$ cat config.mk
export PLATFORM = sky130hd
export DESIGN_NAME = pad_stream_rx
export DESIGN_NICKNAME = d
export VERILOG_FILES = /design/src/rtl/pad_stream_rx.sv
export SDC_FILE = /design/constraint.sdc
export NUM_CORES = 1
export LEC_CHECK = 0
export ABC_AREA = 1
export BUFFER_PORTS_ARGS = -buffer_cell sky130_fd_sc_hd__buf_2
export CAP_MARGIN = 20
export CORE_MARGIN = 8
export CORE_UTILIZATION = 45
export DETAILED_ROUTE_END_ITERATION = 8
export MAX_ROUTING_LAYER = met4
export SLEW_MARGIN = 20
export SYNTH_ARGS = -nofsm -noshare
export SYNTH_HDL_FRONTEND = slang
export SYNTH_SLANG_ARGS = --single-unit
export TNS_END_PERCENT = 30
$ cat constraint.sdc
create_clock -name wb_clk_i -period 9.9 [get_ports wb_clk_i]
set_input_delay 0.99 -clock wb_clk_i [delete_from_list [all_inputs] [get_ports wb_clk_i]]
set_output_delay 0.99 -clock wb_clk_i [all_outputs]
set_load 0.05 [all_outputs]
$ cat src/rtl/pad_stream_rx.sv
// pad_stream_rx: pad-side receive stage for the 8-bit input stream.
// Registers the input pins and buffers the beats in a small circular FIFO.
// Drives a registered ready back to the pad, keeping SKID free slots for
// beats that are still in flight after ready falls.
//
// Ports:
//   wb_clk_i     system clock, rising edge
//   wb_rst_ni    asynchronous active-low reset
//   pad_valid_i  valid level from the input pin
//   pad_last_i   last-beat flag from the input pin
//   pad_data_i   data from the input pins
//   pad_ready_o  registered ready to the output pin
//   m_valid_o    stream valid towards the core (FIFO not empty)
//   m_ready_i    stream ready from the core
//   m_data_o     stream data (FIFO head)
//   m_last_o     stream last (FIFO head)
//   level_o      current FIFO occupancy
//   overflow_o   sticky flag: a beat was dropped (cleared only by reset)
//
// Build option: define PAD_STREAM_RX_BITREV_EN to bit-reverse the pin data
// before the input register (for boards with MSB-first pin order).
module pad_stream_rx #(
    parameter int unsigned DATA_W = 8,
    parameter int unsigned DEPTH  = 8,
    parameter int unsigned SKID   = 2
) (
    input  logic                       wb_clk_i,
    input  logic                       wb_rst_ni,
    input  logic                       pad_valid_i,
    input  logic                       pad_last_i,
    input  logic [DATA_W-1:0]          pad_data_i,
    output logic                       pad_ready_o,
    output logic                       m_valid_o,
    input  logic                       m_ready_i,
    output logic [DATA_W-1:0]          m_data_o,
    output logic                       m_last_o,
    output logic [$clog2(DEPTH):0]     level_o,
    output logic                       overflow_o
);

    localparam int unsigned AW = $clog2(DEPTH);
    localparam int unsigned PW = AW + 1;

    // Input register
    logic              rv_q;
    logic              rl_q;
    logic [DATA_W-1:0] rd_q;
    logic [DATA_W-1:0] pad_data_in;

    // FIFO storage and pointers (one extra wrap bit)
    logic [DEPTH-1:0][DATA_W-1:0] data_mem_q;
    logic [DEPTH-1:0]             last_mem_q;
    logic [PW-1:0]                wr_ptr_q, wr_ptr_d;
    logic [PW-1:0]                rd_ptr_q, rd_ptr_d;
    logic                         ready_q, ready_d;
    logic                         overflow_q, overflow_d;

    logic [PW-1:0] level;
    logic [PW-1:0] level_next;
    logic          full;
    logic          empty;
    logic          pop;
    logic          push_ok;
    logic          drop;
    logic [AW-1:0] head_idx;

`ifdef PAD_STREAM_RX_BITREV_EN
    // Pin order is MSB-first on the board: reverse before registering
    always_comb begin
        pad_data_in = '0;
        for (int unsigned i = 0; i < DATA_W; i++) begin
            pad_data_in[i] = pad_data_i[DATA_W-1-i];
        end
    end
`else
    assign pad_data_in = pad_data_i;
`endif

    // Occupancy, push/pop qualification and next-state
    always_comb begin
        level      = wr_ptr_q - rd_ptr_q;
        full       = (level == PW'(DEPTH));
        empty      = (level == '0);
        pop        = !empty && m_ready_i;
        // A pop while full frees the slot this cycle's push uses
        push_ok    = rv_q && (!full || pop);
        drop       = rv_q && full && !pop;
        wr_ptr_d   = wr_ptr_q + PW'(push_ok);
        rd_ptr_d   = rd_ptr_q + PW'(pop);
        level_next = level + PW'(push_ok) - PW'(pop);
        ready_d    = (PW'(DEPTH) - level_next) > PW'(SKID);
        overflow_d = overflow_q || drop;
    end

    // When empty, show the last popped entry so the outputs hold their value
    assign head_idx = rd_ptr_q[AW-1:0] - AW'(empty);

    always_ff @(posedge wb_clk_i or negedge wb_rst_ni) begin
        if (!wb_rst_ni) begin
            rv_q       <= 1'b0;
            rl_q       <= 1'b0;
            rd_q       <= '0;
            data_mem_q <= '0;
            last_mem_q <= '0;
            wr_ptr_q   <= '0;
            rd_ptr_q   <= '0;
            ready_q    <= 1'b0;
            overflow_q <= 1'b0;
        end else begin
            rv_q       <= pad_valid_i;
            rl_q       <= pad_last_i;
            rd_q       <= pad_data_in;
            if (push_ok) begin
                data_mem_q[wr_ptr_q[AW-1:0]] <= rd_q;
                last_mem_q[wr_ptr_q[AW-1:0]] <= rl_q;
            end
            wr_ptr_q   <= wr_ptr_d;
            rd_ptr_q   <= rd_ptr_d;
            ready_q    <= ready_d;
            overflow_q <= overflow_d;
        end
    end

    assign pad_ready_o = ready_q;
    assign m_valid_o   = !empty;
    assign m_data_o    = data_mem_q[head_idx];
    assign m_last_o    = last_mem_q[head_idx];
    assign level_o     = level;
    assign overflow_o  = overflow_q;

endmodule

Word level (Yosys, flattened, before mapping)
Index checks and enable logic that the tools add are counted.
{ "classes": {"addsub": 7, "n_lt_le_gt_ge": 4, "eq_ne": 1, "muxes": 10, "reduce_logical": 11} }
{ "op_table": {"columns": ["operator", "count"], "rows": [
  ["64-bit bitwise mux", 1],
  ["8-bit binary-select mux with 3-bit select", 1],
  ["8-bit demux with 3-bit select", 1],
  ["8-bit two-way mux", 2],
  ["4-bit by 1-bit adder with 4-bit output", 3],
  ["8-bit bitwise mux", 1],
  ["3-bit by 4-bit less-than comparator with 1-bit output (second input constant)", 2],
  ["1-bit logical AND", 5],
  ["4-bit equality test (second input constant)", 1],
  ["4-bit by 2-bit greater-than comparator with 1-bit output (second input constant)", 1],
  ["4-bit zero test", 1],
  ["4-bit by 1-bit subtractor with 4-bit output", 1],
  ["4-bit subtractor", 1],
  ["4-bit subtractor (first input constant)", 1],
  ["1-bit binary-select mux with 3-bit select", 1],
  ["1-bit demux with 3-bit select", 1],
  ["3-bit by 1-bit greater-or-equal comparator with 1-bit output (second input constant)", 1],
  ["1-bit zero test", 3],
  ["3-bit by 1-bit subtractor with 3-bit output", 1],
  ["1-bit logical OR", 2],
  ["1-bit two-way mux", 2]
]} }
{ "word_totals": {"register_bits": 92, "in_bits": 13, "output_inout_bits": 16, "word_cells": 49} }

Depth between registers and ports, before layout
Gate-level depths: netlist (run 1).
{ "depth": {"depth_word": 10, "mapped_depth": 20, "mapped_depth_nobuf": 19} }

Worst setup path before layout (run 1)
No wires, ideal clock.
{ "synth_timing": {"path_kind": "reg2out", "start": "register wr_ptr_q[0]", "end": "output port m_data_o[5]", "arrival_time_ps": 4376, "required_time_ps": 8910, "path_slack_ps": 4534, "path_stages_with_launch": 19, "n_path_buf": 3, "cell_sequence": "dfrtp_1 -> buf_2 -> inv_2 -> ha_1 -> inv_2 -> fa_1 -> inv_2 -> nand2_1 -> nor2_2 -> nand3_4 -> inv_1 -> ha_1 -> ha_1 -> clkbuf_2 -> clkbuf_1 -> o21ai_0 -> o32ai_1 -> inv_1 -> o21ai_0"} }
{ "synth_via": {"elab_chain_len": 5} }
{ "synth_lines": {"columns": ["element", "line", "text"], "rows": [
  ["from (decl)", "53", "logic [PW-1:0] wr_ptr_q, wr_ptr_d;"],
  ["from (signal assigned)", "117", "wr_ptr_q <= wr_ptr_d;"],
  ["4-bit subtractor", "81", "level = wr_ptr_q - rd_ptr_q;"],
  ["net level_o[1]", "37", "output logic [$clog2(DEPTH):0] level_o,"],
  ["4-bit zero test", "83", "empty = (level == '0);"],
  ["3-bit by 1-bit subtractor with 3-bit output", "96", "assign head_idx = rd_ptr_q[AW-1:0] - AW'(empty);"],
  ["8-bit binary-select mux with 3-bit select", "126", "assign m_data_o = data_mem_q[head_idx];"],
  ["8-bit two-way mux (implied by the code)", "126", null],
  ["to (decl)", "35", "output logic [DATA_W-1:0] m_data_o,"]
]} }
The timed path passes the listed nets, and every way through them passes these cells. The select of a mux whose other input is x is not followed.

Worst setup path in the final report (run 1)
{ "layout_timing": {"start": "register wr_ptr_q[0]", "end": "output port m_data_o[2]"} }
{ "layout_via": {"elab_chain_len": 5} }
{ "layout_lines": {"columns": ["element", "line"], "rows": [
  ["4-bit subtractor", "81"],
  ["4-bit zero test", "83"],
  ["3-bit by 1-bit subtractor with 3-bit output", "96"],
  ["8-bit binary-select mux with 3-bit select", "126"],
  ["8-bit two-way mux (implied by the code)", "126"]
]} }
No other way between the ends. The select of a mux whose other input is x is not followed.

==> impl_metrics.csv, run 1 <==
group,metric,value,unit
clocking,cts_htree_levels,3,
clocking,ctsLongestPathBuffers,2,
clocking,hold_buffers,0,
clocking,postCtsResizedCells,0,
critical_path,required,8.91,ns
yosys,synth_area_per_cell,8.61,um^2
yosys,synth-edff-count,0,
finish,post_route_cells_drive_above_1_share,0.141,
place,buffer_ports.inserted,28,
critical_path,cp_data_arrival_time,4.38,ns
finish,area_growth_from_synthesis_to_final_layout,7.98,%
finish,layout.filler_cells,991,
sta,hold_ws,0.472,ns
critical_path,crit_path_end_kind,"output pin",
drt,detail_route.wirelength.met1,5840,um
global_route,grt_start_max_net_pins,82,
drt,met3_length,461,um
yosys,synth_fp_nets,579,
yosys,synth_cell_types,31,
global_route,global_route_wire_length_before_repair,20400,um
sta,period_share,0.542,
finish,finish.instance_area,0.00513,mm^2
drt,maxUsedRoutingLayer,"met4",
floorplanning,die_w,119,um
sta,fin_ws,4.53,ns
place,placed_instance_area,0.00491,mm^2
critical_path,critPathLaunchType,"flip-flop",
yosys,syn_inst,552,
sta,totalNegativeSetupSlack,0,ns
sta,final-hold-violation-count,0,
clocking,cts_num_sinks,92,
sta,setup_viol,0,
sta,slew-limit-headroom,0.310,
clocking,clock_tree_from_tritoncts,"built",
yosys,synth.yosys.seq_area_share,0.485,
status,outcome,"finished, final reports clean",
yosys,ys.warnings.count,0,
global_route,grt_util_all_layers,0.185,
clocking,post_cts_buffers,0,
place,dp_hpwl,7960,um
floorplanning,top_level_ports,29,
clocking,clock_insertion_delay_worst_skew,0.37,ns
critical_path,setup_crit_path_kind,"reg -> out",
drt,vias_per_cell,5.59,
yosys,post_synth_instance_area,0.00475,mm^2
clocking,tritoncts.num_buffers,9,
critical_path,crit_path_max_incr_delay,0.97,ns
global_route,antenna_found_initial,0,
drt,firstDrtPassIters,5,
floorplanning,start_util,0.462,
critical_path,crit_chain,"inv_2 -> ha_1 -> inv_2 -> fa_1 -> inv_2 -> nand2_1 -> nor2_2 -> nand3_4 -> inv_1 -> ha_1 -> ha_1 -> o21ai_0 -> o32ai_1 -> inv_1 -> o21ai_0 -> buf_2",
yosys,synthFlopType,"dfrtp_1",
sta,drv_slew,0,
critical_path,cpMaxStageDelayCell,"ha_1",
flow_run,number_of_violations_of_the_max_capacitance_limit,0,
finish,final_common_cell,"nand2_1",
sta,rsz0062_at_grt,"false",
drt,route.final.wire_length,12400,um
floorplanning,rows,37,
global_route,gr-total-overflow,0,
sta,final_period_minus_worst_setup_slack,5.37,ns
drt,wl_met2,5870,um
finish,diodes,0,
drt,dr.first_iter.drc_count,274,
min_path,timing.hold.worst.class,"reg -> reg",
drt,route.vias.total,3902,
sta,maxClockFrequency,186,MHz
global_route,number_of_global_route_vias_before_repair,3722,
place,dp_slack,4.80,ns
clocking,clock_pin_slew_on_the_worst_setup_and_hold_paths,0.09,ns
yosys,synth_seq_cells,92,
finish,nets,584,
floorplanning,dieArea,0.0141,mm^2
drt,avgRoutedWirePerCell,17.7,um
sta,finalClockSkew,0.00910,ns
floorplanning,core-area,0.0103,mm^2
sta,worst_pin_slew,1.04,ns
clocking,cts_root_buffer,"clkbuf_8",
yosys,synth-async-reset-ratio,1.00,
floorplanning,die_height,119,um
finish,layout_common_cells,"nand2_1, dfrtp_1, nand4_1",
drt,drc_errors,0,
place,place_congestion,0.819,
critical_path,crit_path_max_fanout,36,
drt,detail-route-antenna-nets,0,
## flip-flops by register name, summed over array words and instances, names as in the netlist
register,count
wr_ptr_q,4
rv_q,1
rd_q,8
rl_q,1
rd_ptr_q,4
pad_ready_o,1
overflow_o,1
data_mem_q,64
last_mem_q,8
## Yosys cell counts, types with 2 or more instances
cell type	instances	area (um^2)
buf_1	10	37.5
buf_2	12	60.1
buf_4	2	15.0
clkbuf_1	15	56.3
dfrtp_1	92	2300
fa_1	2	40.0
ha_1	12	150
inv_1	27	101
inv_2	4	15.0
nand2_1	165	619
nand2_2	2	12.5
nand3_1	2	10.0
nand3_2	2	20.0
nand3_4	8	140
nand4_1	72	450
nor2_1	57	214
nor2_2	2	12.5
nor3_2	6	60.1
o21ai_0	27	135
o32ai_1	18	158
xor2_1	5	43.8
## metrics by stage
| stage | cells | util |
|---|---|---|
| global route | 698 | 0.499 |
| global placement | 680 | 0.478 |
| detailed placement | 680 | 0.478 |
| CTS | 696 | 0.496 |
| finish | 698 | 0.499 |
| floorplan | 552 | - |
## final timing paths
| kind | from | end | slack (ns) | cells after the start |
|---|---|---|---|---|
| max reg2reg | wr_ptr_q[0]$_DFF_PN0_ | pad_ready_o$_DFF_PN0_ | 6.52 | 18 |
| max in group asynchronous | wb_rst_ni | rv_q$_DFF_PN0_ | 8.16 | 2 |
| min reg2reg | data_mem_q[11]$_DFFE_PN0P_ | data_mem_q[11]$_DFFE_PN0P_ | 0.47 | 2 |
| max | wr_ptr_q[0]$_DFF_PN0_ | m_data_o[2] | 4.53 | 16 |
| min | data_mem_q[11]$_DFFE_PN0P_ | data_mem_q[11]$_DFFE_PN0P_ | 0.47 | 2 |
| min in group asynchronous | wb_rst_ni | rd_ptr_q[3]$_DFF_PN0_ | 0.59 | 1 |
## cell families after synthesis
family | after synthesis | share of synthesized area
simple gates | 319 | 0.332
flops | 92 | 0.485
buf+inv | 73 | 0.0661
compound gates | 48 | 0.0658
fa+ha+maj | 14 | 0.0400
xor+xnor | 6 | 0.0111
## per-layer routing
metal | global-route usage | up-vias
li1 | - | 1870
met1 | 0.241 | 1921
met2 | 0.279 | 97
met4 | 0.0656 | 0
met3 | 0.0390 | 14
met5 | - | -
## critical path: cells and delay by family, from the launching register on
| kind | cells | cell delay, ns |
|---|---|---|
| compound gates | 3 | 0.74 |
| simple gates | 3 | 0.23 |
| fa+ha+maj | 4 | 1.84 |
| buf+inv | 6 | 0.71 |
| flops | 1 | 0.49 |
## cell type report
type                            count  area (um^2)  area share
Clock buffer                       11          151      0.0295
Clock inverter                      5         35.0     0.00683
Inverter                           32          120      0.0234
Multi-Input combinational cell    387         2130       0.416
Sequential cell                    92         2300       0.449
Tap cell                          136          170      0.0332
Timing Repair Buffer               35          215      0.0420
Power of run 1 is not shown: default switching activity piles up to over one toggle a cycle in this logic, so the estimate is an artifact.
==> inputs of run 2 (changes only) <==
==> constraint.sdc (replaced) <==
create_clock -name wb_clk_i -period 4.7 [get_ports wb_clk_i]
set_input_delay 0.47 -clock wb_clk_i [delete_from_list [all_inputs] [get_ports wb_clk_i]]
set_output_delay 0.47 -clock wb_clk_i [all_outputs]
set_load 0.05 [all_outputs]
==> impl_metrics.csv, run 2 (same netlist as run 1, synthesis figures left out) <==
group,metric,value,unit
clocking,cts_htree_levels,3,
clocking,clock_pin_slew_on_the_worst_setup_and_hold_paths,0.09,ns
global_route,grt_start_max_net_pins,82,
critical_path,setup_crit_path_kind,"reg -> out",
finish,utilization,0.500,
drt,drc_errors,0,
sta,slew-limit-headroom,0.332,
global_route,grt_util_all_layers,0.192,
drt,route.final.wire_length,12700,um
min_path,timing.hold.worst.class,"in -> async",
floorplanning,core-area,0.0103,mm^2
floorplanning,die_w,119,um
drt,firstDrtPassIters,5,
sta,drv_slew,0,
critical_path,path_buf_inv,8,
finish,area_growth_from_synthesis_to_final_layout,8.24,%
drt,vias_per_cell,5.64,
finish,final_common_cell,"nand2_1",
drt,dr.first_iter.drc_count,332,
drt,route.vias.total,3935,
finish,layout_common_cells,"nand2_1, dfrtp_1, nand4_1",
finish,nets,586,
floorplanning,rows,37,
sta,maxClockFrequency,230,MHz
finish,biggest_register,"data_mem_q",
critical_path,critPathLaunchType,"flip-flop",
clocking,ctsLongestPathBuffers,2,
place,dp_hpwl,7970,um
clocking,tritoncts.num_buffers,9,
clocking,hold_buffers,0,
clocking,clock_insertion_delay_worst_skew,0.36,ns
sta,final_period_minus_worst_setup_slack,4.34,ns
flow_run,number_of_violations_of_the_max_capacitance_limit,0,
floorplanning,dieArea,0.0141,mm^2
critical_path,crit_path_end_kind,"output pin",
critical_path,crit_path_max_incr_delay,0.49,ns
sta,fin_ws,0.361,ns
critical_path,critPathTopFamily,"buffers and inverters",
clocking,clock_tree_from_tritoncts,"built",
drt,avgRoutedWirePerCell,18.2,um
clocking,cts_root_buffer,"clkbuf_8",
finish,layout.area.seq,0.00230,mm^2
clocking,post_cts_buffers,0,
sta,setup_viol,0,
sta,finalClockSkew,0.00689,ns
floorplanning,die_height,119,um
critical_path,crit_path_max_fanout,17,
sta,period_share,0.923,
status,outcome,"finished, final reports clean",
global_route,antenna_found_initial,0,
floorplanning,top_level_ports,29,
place,dp_slack,0.557,ns
sta,final-hold-violation-count,0,
sta,worst_pin_slew,0.996,ns
finish,diodes,0,
sta,totalNegativeSetupSlack,0,ns
critical_path,cpMaxStageDelayCell,"dfrtp_1",
critical_path,cp_data_arrival_time,3.87,ns
place,place_congestion,0.799,
global_route,number_of_global_route_vias_before_repair,4031,
sta,rsz0062_at_grt,"false",
global_route,global_route_wire_length_before_repair,21100,um
critical_path,crit_chain,"inv_2 -> ha_1 -> inv_2 -> fa_1 -> inv_2 -> nand2_1 -> nor2_2 -> nand3_4 -> inv_1 -> ha_1 -> clkinv_1 -> buf_8 -> nor2_1 -> o32ai_1 -> inv_1 -> o21ai_1 -> buf_2",
critical_path,cp_common_cell,"inv_2",
global_route,gr-total-overflow,0,
drt,detail-route-antenna-nets,0,
floorplanning,start_util,0.462,
clocking,cts_num_sinks,92,
critical_path,required,4.23,ns
finish,layout.filler_cells,1015,
place,buffer_ports.inserted,28,
finish,largest_registers,"data_mem_q x64, last_mem_q x8, rd_q x8",
finish,area_of_combinational_cells_with_multiple_inputs,0.00213,mm^2
finish,largest_register_ffs,64,
clocking,postCtsResizedCells,0,
finish,post_route_cells_drive_above_1_share,0.137,
-- run 2: layout make-up --
type / instances / share of cell area
clock buffer: 11 / 0.0255
clock inverter: 3 / 0.0127
inverter: 32 / 0.0234
multi-input combinational: 387 / 0.415
sequential: 92 / 0.448
tap: 136 / 0.0331
timing repair buffer: 37 / 0.0423
-- run 2: metrics by stage --
step                      hold WS (ns)  cell area (um^2)  cells
after floorplan                  0.174              4750    552
after global placement           0.450              4930    683
after detailed placement         0.453              4930    683
after CTS                        0.163              5130    697
after global routing             0.181              5140    698
final                            0.137              5140    698
-- run 2: per-layer routing --
metal  up-vias  part of all wire  global-route usage
li1       1878                 -                   -
met2       115              0.47               0.291
met4         0             0.028              0.0854
met1      1912              0.46               0.247
met5         -                 0                   -
met3        30             0.044              0.0343
-- run 2: worst paths after layout --
path                                            startpoint                    endpoint  slack [ns]  depth (start not counted)
worst max-delay path                 wr_ptr_q[0]$_DFF_PN0_                 m_data_o[5]        0.36                         17
worst min-delay path                             wb_rst_ni  data_mem_q[11]$_DFFE_PN0P_        0.14                          1
worst max register to register       wr_ptr_q[0]$_DFF_PN0_       pad_ready_o$_DFF_PN0_        1.30                         18
worst min register to register  data_mem_q[40]$_DFFE_PN0P_  data_mem_q[40]$_DFFE_PN0P_        0.47                          2
max in group asynchronous                        wb_rst_ni              rv_q$_DFF_PN0_        3.53                          2
min in group wb_clk_i                           pad_last_i              rl_q$_DFF_PN0_        0.21                          1
Power of run 2 is left out for the same reason.
==> inputs of run 3 (changes only) <==
--- a/config.mk
+++ b/config.mk
@@ -7,10 +7,11 @@
 export LEC_CHECK = 0
 export ABC_AREA = 1
 export BUFFER_PORTS_ARGS = -buffer_cell sky130_fd_sc_hd__buf_2
-export CAP_MARGIN = 20
+export CAP_MARGIN = 30
 export CORE_MARGIN = 8
 export CORE_UTILIZATION = 45
 export DETAILED_ROUTE_END_ITERATION = 8
+export HOLD_SLACK_MARGIN = 0.08
 export MAX_ROUTING_LAYER = met4
 export SLEW_MARGIN = 20
 export SYNTH_ARGS = -nofsm -noshare
==> constraint.sdc (replaced) <==
create_clock -name wb_clk_i -period 4.69 [get_ports wb_clk_i]
set_input_delay 0.469 -clock wb_clk_i [delete_from_list [all_inputs] [get_ports wb_clk_i]]
set_output_delay 0.469 -clock wb_clk_i [all_outputs]
set_load 0.05 [all_outputs]
==> impl_metrics.csv, run 3 (same netlist as run 1, synthesis figures left out) <==
group,metric,value,unit
drt,route.final.wire_length,12600,um
sta,setup_viol,0,
drt,detail-route-antenna-nets,0,
finish,final_common_cell,"nand2_1",
sta,worst_pin_slew,0.876,ns
clocking,cts_htree_levels,3,
status,outcome,"finished, final reports clean",
drt,vias_per_cell,5.65,
clocking,hold_buffers,0,
floorplanning,core-area,0.0103,mm^2
finish,finish.instance_area,0.00516,mm^2
floorplanning,start_util,0.462,
critical_path,cpMaxStageDelayCell,"dfrtp_1",
finish,biggest_register,"data_mem_q",
critical_path,crit_chain,"inv_2 -> ha_1 -> inv_2 -> fa_1 -> inv_2 -> nand2_1 -> nor2_2 -> nand3_4 -> inv_1 -> ha_1 -> clkinv_1 -> buf_8 -> nor2_1 -> o32ai_1 -> inv_1 -> o21ai_1 -> buf_2",
sta,maxClockFrequency,229,MHz
finish,layout.filler_cells,1023,
global_route,grt_start_max_net_pins,82,
sta,finalClockSkew,0.00719,ns
critical_path,crit_path_max_incr_delay,0.49,ns
place,dpl.cell_count,684,
finish,layout_common_cells,"nand2_1, dfrtp_1, nand4_1",
clocking,ctsLongestPathBuffers,2,
global_route,number_of_global_route_vias_before_repair,3961,
drt,firstDrtPassIters,4,
clocking,tritoncts.num_buffers,9,
place,buffer_ports.inserted,28,
place,placed_instance_area,0.00495,mm^2
place,dp_hpwl,8090,um
critical_path,required,4.22,ns
global_route,global_route_wire_length_before_repair,21000,um
clocking,post_cts_buffers,0,
drt,route.vias.total,3958,
sta,drv_slew,0,
critical_path,cp_common_cell,"inv_2",
finish,layout.area.seq,0.00230,mm^2
finish,area_growth_from_synthesis_to_final_layout,8.61,%
sta,final-hold-violation-count,0,
critical_path,setup_crit_path_kind,"reg -> out",
critical_path,setup.reg_to_reg.worst_slack,1.27,ns
clocking,postCtsResizedCells,0,
floorplanning,top_level_ports,29,
clocking,clock_tree_from_tritoncts,"built",
finish,post_route_cells_drive_above_1_share,0.138,
critical_path,crit_path_max_fanout,17,
sta,final_period_minus_worst_setup_slack,4.37,ns
finish,final_cell_count_no_fill,701,
drt,avgRoutedWirePerCell,18.0,um
clocking,clock_pin_slew_on_the_worst_setup_and_hold_paths,0.08,ns
sta,rsz0062_at_grt,"false",
floorplanning,dieArea,0.0141,mm^2
critical_path,crit_path_end_kind,"output pin",
min_path,timing.hold.worst.class,"in -> async",
place,place_congestion,0.794,
global_route,gr-total-overflow,0,
finish,utilization,0.502,
finish,area_of_combinational_cells_with_multiple_inputs,0.00213,mm^2
clocking,cts_num_sinks,92,
global_route,antenna_found_initial,0,
drt,drc_errors,0,
clocking,cts_root_buffer,"clkbuf_8",
flow_run,number_of_violations_of_the_max_capacitance_limit,0,
floorplanning,rows,37,
sta,slew-limit-headroom,0.412,
clocking,clock_insertion_delay_worst_skew,0.36,ns
sta,period_share,0.931,
finish,nets,588,
global_route,grt_util_all_layers,0.192,
finish,largest_registers,"data_mem_q x64, last_mem_q x8, rd_q x8",
floorplanning,die_height,119,um
finish,diodes,0,
sta,totalNegativeSetupSlack,0,ns
drt,dr.first_iter.drc_count,402,
critical_path,cp_data_arrival_time,3.90,ns
finish,largest_register_ffs,64,
floorplanning,die_w,119,um
critical_path,critPathLaunchType,"flip-flop",
[run 3: cell count changes in the layout (fill, tap and decap cells not counted), sizes merged]
cell	previous run	this run
clkbuf	11	13
clkinv	2	1
buf	37	39
[run 3: metal layers]
layer	vias to the layer above	global-route usage	routed length, um
met5	-	-	0
met4	0	0.0854	238
met3	18	0.0267	627
met2	109	0.288	5970
met1	1944	0.254	5780
li1	1887	-	-
[run 3: layout make-up]
| class | count | share of cell area |
|---|---|---|
| Inverter | 32 | 0.0233 |
| Clock inverter | 2 | 0.0116 |
| Multi-Input combinational cell | 387 | 0.414 |
| Timing Repair Buffer | 39 | 0.0451 |
| Sequential cell | 92 | 0.446 |
| Clock buffer | 13 | 0.0269 |
| Tap cell | 136 | 0.0330 |
[run 3: final timing paths]
path / cells after the start / endpoint / from
worst min-delay path: 1 / data_mem_q[11]$_DFFE_PN0P_ / wb_rst_ni
worst min register to register: 2 / data_mem_q[12]$_DFFE_PN0P_ / data_mem_q[12]$_DFFE_PN0P_
min in group wb_clk_i: 1 / rd_q[2]$_DFF_PN0_ / pad_data_i[2]
worst max-delay path: 17 / m_data_o[6] / wr_ptr_q[0]$_DFF_PN0_
max in group asynchronous: 2 / rv_q$_DFF_PN0_ / wb_rst_ni
worst max register to register: 18 / pad_ready_o$_DFF_PN0_ / wr_ptr_q[0]$_DFF_PN0_
[run 3: metrics by stage]
| step | worst slack, ns | hold slack [ns] |
|---|---|---|
| global route | 0.0451 | 0.180 |
| floorplan | -0.114 | 0.173 |
| finish | 0.324 | 0.130 |
| detailed placement | 0.711 | 0.453 |
| global placement | 0.594 | 0.450 |
| CTS | 0.306 | 0.149 |
[run 3: worst max-delay path: cells and delay by family, from the launching register on]
family | cells | cell delay [ns]
fa+ha+maj | 3 | 0.89
simple gates | 4 | 0.39
compound gates | 2 | 0.47
flops | 1 | 0.49
buf+inv | 8 | 1.29
Power of run 3 is left out for the same reason.
